--- config.mk ---
export PLATFORM = sky130hd
export DESIGN_NAME = full_subtractor_flat
export DESIGN_NICKNAME = d
export VERILOG_FILES = /design/src/rtl/full_subtractor_if.sv /design/src/rtl/full_subtractor.sv /design/src/flat_wrapper.sv
export SDC_FILE = /design/constraint.sdc
export NUM_CORES = 1
export LEC_CHECK = 0
export ABC_AREA = 1
export BUFFER_PORTS_ARGS = -buffer_cell sky130_fd_sc_hd__buf_2
export CORE_AREA = 2 2 39 41
export DETAILED_ROUTE_END_ITERATION = 10
export DIE_AREA = 0 0 41 43
export HOLD_SLACK_MARGIN = 0.05
export PLACE_DENSITY = 0.48
export SYNTH_ARGS = -nofsm -noshare
export SYNTH_HDL_FRONTEND = slang
export SYNTH_SLANG_ARGS = --single-unit
export TNS_END_PERCENT = 100
--- constraint.sdc ---
create_clock -name clk -period 1.05 [get_ports clk]
set_clock_uncertainty 0.2 [all_clocks]
set_input_delay 0.0525 -clock clk [delete_from_list [all_inputs] [get_ports clk]]
set_output_delay 0.0525 -clock clk [all_outputs]
set_load 0.01 [all_outputs]
--- src/rtl/full_subtractor_if.sv ---
// Operand/result bundle for the registered full subtractor.
// The block is the slave. The master drives the operands and reads the registered results.
interface full_subtractor_if #(
  parameter int WIDTH = 1
);
  // valid-only handshake, with no ready and no backpressure:
  // - a, b and b_in are consumed on every rising edge where in_valid is high.
  // - out_valid is high for exactly one cycle per accepted input.
  // - d, b_out, zero and ovf hold their values when no new input is accepted.
  logic             in_valid;
  logic [WIDTH-1:0] a;
  logic [WIDTH-1:0] b;
  logic             b_in;
  logic [WIDTH-1:0] d;
  logic             b_out;
  logic             out_valid;
  logic             zero;
  logic             ovf;

  modport master (
    output in_valid, a, b, b_in,
    input  d, b_out, out_valid, zero, ovf
  );

  modport slave (
    input  in_valid, a, b, b_in,
    output d, b_out, out_valid, zero, ovf
  );
endinterface

--- src/rtl/full_subtractor.sv ---
// Registered ripple-borrow full subtractor that computes d = a - b - b_in with one cycle of latency.
// Wide subtractors are cascaded by chaining b_out into the next slice's b_in.
module full_subtractor #(
  parameter int WIDTH = 1
) (
  input logic               clk,
  input logic               rst,
  full_subtractor_if.slave  bus
);

  logic [WIDTH-1:0] d_next;
  logic             b_out_next;
  logic             zero_next;
  logic             ovf_next;

  // A single running borrow variable models the chain of 1-bit cells without a self-referencing vector.
  always_comb begin
    logic br;
    br     = bus.b_in;
    d_next = '0;
    for (int i = 0; i < WIDTH; i++) begin
      d_next[i] = bus.a[i] ^ bus.b[i] ^ br;
      br        = (~bus.a[i] & bus.b[i]) | (~bus.a[i] & br) | (bus.b[i] & br);
    end
    b_out_next = br;
  end

  always_comb begin
    zero_next = (d_next == '0);
    ovf_next  = (bus.a[WIDTH-1] != bus.b[WIDTH-1]) &&
                (d_next[WIDTH-1] != bus.a[WIDTH-1]);
  end

  // Result registers load only on accepted inputs, so X on idle inputs cannot reach them.
  always_ff @(posedge clk) begin
    if (rst) begin
      bus.d         <= '0;
      bus.b_out     <= 1'b0;
      bus.zero      <= 1'b0;
      bus.ovf       <= 1'b0;
      bus.out_valid <= 1'b0;
    end else begin
      bus.out_valid <= bus.in_valid;
      if (bus.in_valid) begin
        bus.d     <= d_next;
        bus.b_out <= b_out_next;
        bus.zero  <= zero_next;
        bus.ovf   <= ovf_next;
      end
    end
  end

endmodule

--- src/flat_wrapper.sv ---
// flat-port wrapper written by rule: the top's interface ports become plain ports
module full_subtractor_flat 
#(
  parameter int WIDTH = 1
)
  (clk, rst, bus_in_valid, bus_a, bus_b, bus_b_in, bus_d, bus_b_out, bus_out_valid, bus_zero, bus_ovf);
  full_subtractor_if #(.WIDTH(WIDTH)) bus_i ();
  input logic clk;
  input logic rst;
  input wire logic [$bits(bus_i.in_valid)-1:0] bus_in_valid;
  input wire logic [$bits(bus_i.a)-1:0] bus_a;
  input wire logic [$bits(bus_i.b)-1:0] bus_b;
  input wire logic [$bits(bus_i.b_in)-1:0] bus_b_in;
  output wire logic [$bits(bus_i.d)-1:0] bus_d;
  output wire logic [$bits(bus_i.b_out)-1:0] bus_b_out;
  output wire logic [$bits(bus_i.out_valid)-1:0] bus_out_valid;
  output wire logic [$bits(bus_i.zero)-1:0] bus_zero;
  output wire logic [$bits(bus_i.ovf)-1:0] bus_ovf;
  assign bus_i.in_valid = bus_in_valid;
  assign bus_i.a = bus_a;
  assign bus_i.b = bus_b;
  assign bus_i.b_in = bus_b_in;
  assign bus_d = bus_i.d;
  assign bus_b_out = bus_i.b_out;
  assign bus_out_valid = bus_i.out_valid;
  assign bus_zero = bus_i.zero;
  assign bus_ovf = bus_i.ovf;
  full_subtractor #(.WIDTH(WIDTH)) u_core (.clk(clk), .rst(rst), .bus(bus_i));
endmodule
=== After elaboration in Yosys (flattened, before gate mapping) ===
Index checks and enable logic that the tools add are counted.

* Add/subtract/negate cells: 0
* $mul: 0
* Div/mod/pow operators: 0
* Order comparisons: 0
* Equality and inequality tests: 2
* Shift operators: 0
* Muxes and demuxes: 0
* Bitwise gates (word level): 9
* Reduce and logical (&&, ||, !) cells: 1

{| class="wikitable"
|+ Operators by type and width
! cell !! number
|-
| $and 1x1->1 || 3
|-
| $ne 1x1->1 || 2
|-
| $not 1->1 || 2
|-
| $or 1x1->1 || 2
|-
| $xor 1x1->1 || 2
|-
| $logic_and 1x1->1 || 1
|}

* Register bits after elaboration: 5
* Bits in latches: 0
* RAM bits: 0
* Bits in read-only memories: 0
* Input port bits: 6
* Memories: 0

=== Logic depth before layout (Yosys ltp) ===
Gate-level depths: netlist of run 1.

* Word-level depth: 4
* Depth in mapped cells: 6
* Depth with buffers taken out: 6

=== Least setup slack after synthesis of run 1 ===
OpenSTA, ideal clock, no wires.

* Kind: in2reg
* Start: input port bus_b_in
* End: register u_core.bus.d
* Arrival time: 0.828 ns
* Slack: -0.094 ns
* Stages: 5
* Cells stage by stage: inv_1 fa_1 inv_1 nand2_1 nor3b_2

* Longest elaborated chain between the ends: 1

{| class="wikitable"
|+ RTL lines
! what !! line !! source
|-
| start, declared || flat_wrapper.sv:13 || <nowiki>input wire logic [$bits(bus_i.b_in)-1:0] bus_b_in;</nowiki>
|-
| $xor 1x1->1 || full_subtractor.sv:22 || <nowiki>d_next[i] = bus.a[i] ^ bus.b[i] ^ br;</nowiki>
|-
| via u_core.d_next || full_subtractor.sv:11 || <nowiki>logic [WIDTH-1:0] d_next;</nowiki>
|-
| end signal, assigned || full_subtractor.sv:45 || <nowiki>bus.d <= d_next;</nowiki>
|-
| end, declared || full_subtractor_if.sv:27 || <nowiki>output d, b_out, out_valid, zero, ovf</nowiki>
|}

The timed path passes the listed nets, and every way through them passes these cells.
A chain may end at the register's enable or synchronous reset.

==> results of run 1 <==
## cell usage after synthesis
| library cell | count | area (um2) |
|---|---|---|
| dfxtp_1 | 5 | 100 |
| nand2_1 | 4 | 15.0 |
| o21bai_1 | 1 | 7.51 |
| nand3_1 | 1 | 5.00 |
| inv_1 | 6 | 22.5 |
| nor2_1 | 3 | 11.3 |
| nor3b_2 | 1 | 12.5 |
| a211oi_2 | 1 | 12.5 |
| ha_1 | 1 | 12.5 |
| a21oi_1 | 2 | 10.0 |
| fa_1 | 1 | 20.0 |
## worst max-delay path, cell delays in order
cell	delay (ns)
dlygate4sd3_1	0.52
clkbuf_4	0.17
nand2_1	0.08
nor3b_2	0.15
## per-layer routing
layer  vias to the layer above  wire, um  track usage [%]
li1                        116         -                -
met1                       102       206             8.44
met2                        10       231             7.81
met3                         0        44             3.14
met4                         0         0             8.00
met5                         -         0                0
## through the flow
step           hold slack [ns]  util, %  power (mW)
4_1_cts                0.00638     26.6       0.546
2_1_floorplan          -0.0784        -       0.263
3_5_place_dp             0.101     23.2       0.310
3_3_place_gp            0.0998     23.2       0.309
6_report               0.00850     28.8       0.550
5_1_grt                 0.0267     28.8       0.590
## power breakdown
part | internal [mW] | switching [mW] | leakage (nW) | total [mW]
combinational | 0.0599 | 0.0592 | 0.145 | 0.119
clock | 0.143 | 0.0759 | 0.0150 | 0.219
sequential | 0.205 | 0.00608 | 0.0415 | 0.211
total | 0.409 | 0.141 | 0.202 | 0.550
## kinds of logic after synthesis
| kind of cell | count (synthesis) | synth area share [%] |
|---|---|---|
| flops | 5 | 43.7 |
| fa+ha+maj | 2 | 14.2 |
| simple gates | 9 | 19.1 |
| compound gates | 4 | 13.1 |
| buf+inv | 6 | 9.84 |
## final cells by class
| class | count | share of cell area (%) |
|---|---|---|
| tap | 16 | 5.03 |
| clock buffer | 4 | 6.60 |
| multi-input combinational | 15 | 30.5 |
| timing repair buffer | 15 | 26.4 |
| sequential | 5 | 25.2 |
| inverter | 6 | 6.29 |
## flip-flops by register name, indices dropped and copies added (netlist names)
| name | count |
|---|---|
| u_core.bus.b_out | 1 |
| u_core.bus.d | 1 |
| u_core.bus.out_valid | 1 |
| u_core.bus.ovf | 1 |
| u_core.bus.zero | 1 |
## worst min-delay path by stage
stage                                      end  slack, ns
final                         u_core.bus.b_out      0.009
after global routing          u_core.bus.b_out       0.03
after CTS                     u_core.bus.b_out      0.006
after detailed placement       u_core.bus.zero       0.10
after global placement    u_core.bus.out_valid        0.1
after floorplan                u_core.bus.zero      -0.08
## timing repair
item | in CTS | in global routing
hold endpoints to repair | 5 | 1
resized for setup | 0 | 10
endpoints found under the setup margin | 0 | 3
==> impl_metrics.yaml, run 1 <==
routing:
  via_per_inst: 3.74
  first_pass_iters: 3
  drt-initial-drc-count: 3
  antenna_left: 0
  via_count: 228
  wl_um: 482
  drt-wirelength-per-cell_um: 7.90
  drc: 0
min_path:
  hp-start: "bus_a"
  min-delay-path-class: "input pin to register"
  min_delay_path_depth: 3
sta:
  post-route-period-util_pct: 100
  grt_setup_unrepaired: "true"
  final_max_slew_viol_count: 0
  finalHoldViolCount: 0
  fin_ws_ns: -0.000535
  worst_slew_pin_slew_ns: 0.152
  tns_ns: -0.000535
  finalSetupViolations: 1
  slew_headroom_pct: 89.9
  period_minus_slack_ns: 1.05
  max_freq_mhz: 952
floorplanning:
  die-area_um2: 1760
  die_h_um: 43
  rows: 14
  design.core.area_um2: 1380
  fp.dieW_um: 41
  floorplan.initialDensity_pct: 16.5
  ios: 11
power:
  irDropWorstVdd_uv: 569
  p_leak_nw: 0.202
  pwr_density_cell_nw_per_um2: 1380
worst_setup_path:
  critPathArrivalTime_ns: 0.98
  r2r_cells: 2
  crit_path_start_kind: "input pin"
  cp-end-kind: "register"
  r2r-end: "u_core.bus.ovf"
  reg2reg_from: "u_core.bus.ovf"
  critical_path.max_fanout: 7
  cp-startpoint: "bus_in_valid"
  worstPathRequired_ns: 0.98
  endpoint: "u_core.bus.d"
  rrSetupSlack_ns: 0.24
  critical_path_class: "input pin to register"
synth:
  syn_nets: 34
  ys_ff_latch: 5
  synth_cell_types: 11
  ys_warn_count: 0
  seq_area_frac_synth_pct: 43.7
  synthCells: 26
  syn_area_um2: 229
  synth_area_per_cell_um2: 8.81
placed_design:
  dp_hpwl_um: 357
  dp_cells: 55
  place_ws_ns: -0.247
  io_buffer_count: 10
  postPlaceCellArea_um2: 322
  globalplace.congestion: 0.597
finish:
  seqCellArea_um2: 100
  layout-drive-gt1-share_pct: 55.6
  area_growth_pct: 73.8
  layoutNonFillerInstCount: 61
  finish.instance_area_um2: 398
  fin_nets: 54
  multi_input_area_um2: 121
  final_common_cell: "buf_2"
  fillers: 158
  antenna_cells: 0
  final_cell_mix: "buf_2 (8), dfxtp_1 (5), clkbuf_4 (4)"
status:
  violations: "setup timing"
  outcome: "finished, violations left"
global_routing:
  first_global_vias: 199
  grt_pass1_wl_um: 765
  antenna_found_initial: 0
  grt_usage_pct: 6.95
  grt_max_degree: 8
  overflow: 0
clocking:
  clockBufferDepth: 2
  cts.root.buffer_cell: "clkbuf_4"
  cts-htree-levels: 1
  cts_tree: "built"
  hold_buffers: 2
  cts_sinks: 5
  clock_latency_ns: 0.24
  cts_setup_buffers: 0
  cts.clk_slew.worst_paths_ns: 0.04
  numCtsBuffers: 3
run:
  drv_cap: 0
Note: power is estimated with default switching activity, not from simulation.
==> run 2: changes to the inputs <==
--- a/config.mk
+++ b/config.mk
@@ -7,9 +7,9 @@
 export LEC_CHECK = 0
 export ABC_AREA = 1
 export BUFFER_PORTS_ARGS = -buffer_cell sky130_fd_sc_hd__buf_2
-export CORE_AREA = 2 2 39 41
+export CORE_AREA = 3 3 40 42
 export DETAILED_ROUTE_END_ITERATION = 10
-export DIE_AREA = 0 0 41 43
+export DIE_AREA = 0 0 43 45
 export HOLD_SLACK_MARGIN = 0.05
 export PLACE_DENSITY = 0.48
 export SYNTH_ARGS = -nofsm -noshare
==> run 2 against run 1 <==
  * The run ends with hold timing left
  * Sequential share of layout area unchanged
  * Clock-buffer cell count did not move
  * Setup slack better by 0.0068 ns
  * Maximum frequency up 0.65%
  * Total power is 0.16% lower
  * Critical endpoint unchanged
  * Largest cell class unchanged
==> impl_metrics.yaml, run 2 (synthesis gave the netlist of run 1 again) <==
finish:
  area_growth_pct: 73.8
  antenna_cells: 0
  layout-drive-gt1-share_pct: 56.5
  postLayoutCoreUtil_pct: 31.0
  fin_nets: 55
  fillers: 138
  final_common_cell: "buf_2"
  finish.instance_area_um2: 398
  final_cell_mix: "buf_2 (9), dfxtp_1 (5), inv_1 (4), buf_4 (4)"
global_routing:
  met3_usage_pct: 2.79
  first_global_vias: 194
  busiest_layer: "met4"
  grtUsageMet2_pct: 7.19
  antenna_found_initial: 0
  grt_usage_pct: 6.01
  grt_pass1_wl_um: 772
  met1_usage_pct: 6.31
  grt_max_degree: 8
  overflow: 0
status:
  violations: "hold timing"
  outcome: "finished, violations left"
worst_setup_path:
  crit_slowest_cell: "fa_1"
  cp-end-kind: "register"
  cp_top_family: "adder cells"
  worstPathRequired_ns: 0.98
  crit_chain: "buf_6 -> inv_2 -> fa_1 -> inv_2 -> nand2_2 -> nor3b_2"
  endpoint: "u_core.bus.d"
  r2r_cells: 2
  cp-startpoint: "bus_b"
  critical_path.max_fanout: 2
  worst-path-stages: 6
  critical_path_class: "input pin to register"
  crit_path_start_kind: "input pin"
  rrSetupSlack_ns: 0.24
  reg2reg_from: "u_core.bus.ovf"
  crit_path_frequent_cell: "inv_2"
  path_buf_inv: 3
  r2r-end: "u_core.bus.ovf"
  critPathArrivalTime_ns: 0.97
  critPathMaxStageDelay_ns: 0.50
routing:
  drt-initial-drc-count: 2
  via_per_inst: 3.54
  wl_um: 481
  drc: 0
  via_count: 216
  first_pass_iters: 2
  antenna_left: 0
  drt-wirelength-per-cell_um: 7.89
clocking:
  cts-htree-levels: 1
  cts_tree: "built"
  cts_sinks: 5
  clock_latency_ns: 0.23
  cts.clk_slew.worst_paths_ns: 0.04
  numCtsBuffers: 3
  cts.root.buffer_cell: "clkbuf_4"
  clockBufferDepth: 2
sta:
  post-route-period-util_pct: 99.4
  slew_headroom_pct: 89.5
  fin_hold_ws_ns: -0.110
  final_max_slew_viol_count: 0
  finalHoldViolCount: 3
  grt_setup_unrepaired: "true"
  max_freq_mhz: 958
  period_minus_slack_ns: 1.04
  finalSetupViolations: 0
  worst_slew_pin_slew_ns: 0.157
floorplanning:
  design.core.area_um2: 1280
  ios: 11
  fp.dieW_um: 43
  rows: 13
  floorplan.initialDensity_pct: 17.8
  die-area_um2: 1940
  die_h_um: 45
min_path:
  min-delay-path-class: "input pin to register"
power:
  pwr_density_cell_nw_per_um2: 1380
  p_total_mw: 0.549
  irDropWorstVdd_uv: 626
  p_leak_nw: 0.206
placed_design:
  globalplace.congestion: 0.596
  dp_hpwl_um: 340
  postPlaceCellArea_um2: 320
  io_buffer_count: 10
run:
  drv_cap: 0
==> run 2: worst min-delay path by stage <==
| stage | from | to | cells past startpoint |
|---|---|---|---|
| 2_1_floorplan | rst | u_core.bus.zero | 1 |
| 3_3_place_gp | rst | u_core.bus.d | 2 |
| 3_5_place_dp | rst | u_core.bus.zero | 2 |
| 4_1_cts | bus_in_valid | u_core.bus.ovf | 2 |
| 5_1_grt | bus_in_valid | u_core.bus.ovf | 2 |
| 6_report | bus_in_valid | u_core.bus.ovf | 2 |
==> run 2: where the power goes <==
part	leakage (nW)	internal [mW]	total (mW)	switching (mW)
clock	0.0150	0.143	0.218	0.0745
sequential	0.0415	0.205	0.212	0.00629
combinational	0.149	0.0599	0.120	0.0596
total	0.206	0.409	0.549	0.140
==> run 2: area by class of cell <==
type                       instances  area, um2  area share (%)
tap                               15       18.8            4.72
multi-input combinational         15        124            31.1
timing repair buffer              16        106            26.7
sequential                         5        100            25.2
clock buffer                       4       26.3            6.60
inverter                           6       22.5            5.66
==> run 2: stage by stage <==
stage | setup slack, ns | TNS [ns] | instances
after floorplan | -0.0593 | -0.131 | 26
after global placement | -0.248 | -0.742 | 54
after detailed placement | -0.232 | -0.684 | 54
after CTS | 0.00803 | 0 | 60
after global routing | -0.0258 | -0.0497 | 61
final | 0.00628 | 0 | 61
==> run 2: routing by layer <==
layer / part of all wire, % / vias to the layer above
met5: 0 / -
met4: 0 / 0
met3: 9.1 / 0
met2: 40 / 9
met1: 51 / 87
li1: - / 120
==> run 2: what timing repair did <==
item	in CTS	in global routing
hold buffers	2	1
buffers inserted	0	1
gates resized for setup	0	7
endpoints found under the setup margin	0	3
endpoints found under the hold margin	5	5
==> run 3: changes to the inputs <==
--- a/config.mk
+++ b/config.mk
@@ -10,7 +10,7 @@
 export CORE_AREA = 3 3 40 42
 export DETAILED_ROUTE_END_ITERATION = 10
 export DIE_AREA = 0 0 43 45
-export HOLD_SLACK_MARGIN = 0.05
+export HOLD_SLACK_MARGIN = 0.1
 export PLACE_DENSITY = 0.48
 export SYNTH_ARGS = -nofsm -noshare
 export SYNTH_HDL_FRONTEND = slang
==> constraint.sdc (replaced) <==
create_clock -name clk -period 1.05 [get_ports clk]
set_clock_uncertainty 0.2 [all_clocks]
set_input_delay 0.21 -clock clk [delete_from_list [all_inputs] [get_ports clk]]
set_output_delay 0.21 -clock clk [all_outputs]
set_load 0.01 [all_outputs]
==> run 3 against run 2 <==
  * The flow finishes with violations (hold timing, setup timing)
  * Non-clock buffer count is 2 lower
  * Sequential power about the same
  * Wire length increased by 2.7%
  * Utilization grew 1.2 points
  * Setup slack lost 0.15 ns
  * Die area is the same
  * Sequential share of layout area about the same
  * Total power rose by 3.4%
  * Design area up 3.8%
  * Clock power up 2%
==> impl_metrics.yaml, run 3 (synthesis gave the netlist of run 1 again) <==
sta:
  slew_headroom_pct: 89.9
  grt_setup_unrepaired: "true"
  finalSetupViolations: 8
  post-route-period-util_pct: 114
  fin_ws_ns: -0.147
  period_minus_slack_ns: 1.20
  max_freq_mhz: 836
  worst_slew_pin_slew_ns: 0.151
  final_max_slew_viol_count: 0
  fin_hold_ws_ns: -0.00426
  finalHoldViolCount: 1
  tns_ns: -0.494
worst_setup_path:
  critical_path_class: "input pin to register"
  critPathArrivalTime_ns: 1.18
  r2r_cells: 3
  critical_path.max_fanout: 2
  r2r-end: "u_core.bus.b_out"
  worstPathRequired_ns: 1.03
  rrSetupSlack_ns: 0.15
  crit_path_start_kind: "input pin"
  cp-end-kind: "register"
  reg2reg_from: "u_core.bus.b_out"
min_path:
  min-delay-path-class: "input pin to register"
  min_delay_path_depth: 2
  hp-start: "rst"
  hold_path_end: "u_core.bus.zero"
clocking:
  cts-htree-levels: 1
  cts_tree: "built"
  clockBufferDepth: 2
  cts.root.buffer_cell: "clkbuf_4"
  numCtsBuffers: 3
  clock_latency_ns: 0.24
  cts_sinks: 5
  cts.clk_slew.worst_paths_ns: 0.04
routing:
  drt-wirelength-per-cell_um: 8.37
  antenna_left: 0
  via_count: 212
  wl_um: 494
  drc: 0
  via_per_inst: 3.59
  first_pass_iters: 2
  drt-initial-drc-count: 2
global_routing:
  grt_usage_pct: 6.26
  antenna_found_initial: 0
  first_global_vias: 202
  overflow: 0
  grt_max_degree: 8
  grt_pass1_wl_um: 814
placed_design:
  io_buffer_count: 10
  dp_cells: 54
  globalplace.congestion: 0.635
  dp_hpwl_um: 378
power:
  irDropWorstVdd_uv: 592
  pwr_density_cell_nw_per_um2: 1380
  power.switching_mw: 0.146
  p_comb_share_pct: 23.1
  clock_power_share_pct: 39.1
  p_sw_share_pct: 25.7
  p_leak_nw: 0.205
  p_seq_share_pct: 37.9
  p_int_mw: 0.422
floorplanning:
  ios: 11
  fp.dieW_um: 43
  die-area_um2: 1940
  floorplan.initialDensity_pct: 17.8
  die_h_um: 45
  design.core.area_um2: 1280
  rows: 13
finish:
  layoutNonFillerInstCount: 59
  final_common_cell: "buf_6"
  fin_nets: 53
  final_cell_mix: "buf_6 (6), buf_2 (4), buf_4 (4)"
  postLayoutCoreUtil_pct: 32.1
  area_growth_pct: 80.3
  layout-drive-gt1-share_pct: 68.2
  antenna_cells: 0
status:
  outcome: "finished, violations left"
  violations: "hold timing, setup timing"
run:
  drv_cap: 0
## run 3: area by class of cell
cell class,count,area (um2)
Fill cell,145,872
Multi-Input combinational cell,15,124
Timing Repair Buffer,14,118
Sequential cell,5,104
Clock buffer,4,26.3
Inverter,6,22.5
Tap cell,15,18.8
## run 3: worst max path at each step
| stage | cells past startpoint | from | end | slack, ns |
|---|---|---|---|---|
| 6_report | 7 | bus_b_in | u_core.bus.ovf | -0.15 |
| 5_1_grt | 7 | bus_b_in | u_core.bus.ovf | -0.19 |
| 4_1_cts | 6 | bus_b | u_core.bus.d | -0.13 |
| 3_5_place_dp | 5 | bus_a | u_core.bus.d | -0.39 |
| 3_3_place_gp | 5 | bus_a | u_core.bus.d | -0.41 |
| 2_1_floorplan | 4 | bus_a | u_core.bus.d | -0.22 |
## run 3: stage by stage
step                      power, mW  area (um2)  setup WS (ns)  hold slack, ns
after global routing          0.619         413         -0.191        -0.00884
final                         0.568         413         -0.147        -0.00426
after CTS                     0.562         375         -0.130        -0.00991
after detailed placement      0.310         320         -0.394           0.259
after floorplan               0.263         229         -0.217          0.0791
after global placement        0.310         320         -0.405           0.257
## run 3: worst max-delay path: stages
cell and delay, ns:
buf_6 0.07, inv_2 0.03, fa_1 0.57, inv_2 0.06
nand2_2 0.06, nand3_2 0.06, a21oi_2 0.12
## run 3: power by group through the flow
stage / combinational, mW / sequential (mW) / clock [mW]
final: 0.131 / 0.215 / 0.222
after global routing: 0.143 / 0.217 / 0.259
after CTS: 0.110 / 0.214 / 0.239
after detailed placement: 0.0956 / 0.215 / 0
after global placement: 0.0949 / 0.215 / 0
after floorplan: 0.0410 / 0.222 / 0
## run 3: layer usage
| metal | vias up | GRT usage, % | wire length, um |
|---|---|---|---|
| li1 | 114 | - | - |
| met1 | 89 | 7.04 | 224 |
| met2 | 9 | 6.89 | 215 |
| met3 | 0 | 3.19 | 54 |
| met4 | 0 | 9.04 | 0 |
| met5 | - | 0 | 0 |
## run 3: repair_timing
action | in CTS | in global routing
hold endpoints to repair | 5 | 5
gates resized for setup | 5 | 11
setup buffers | 1 | 0
setup endpoints to repair | 8 | 8
pin swaps | 1 | 4
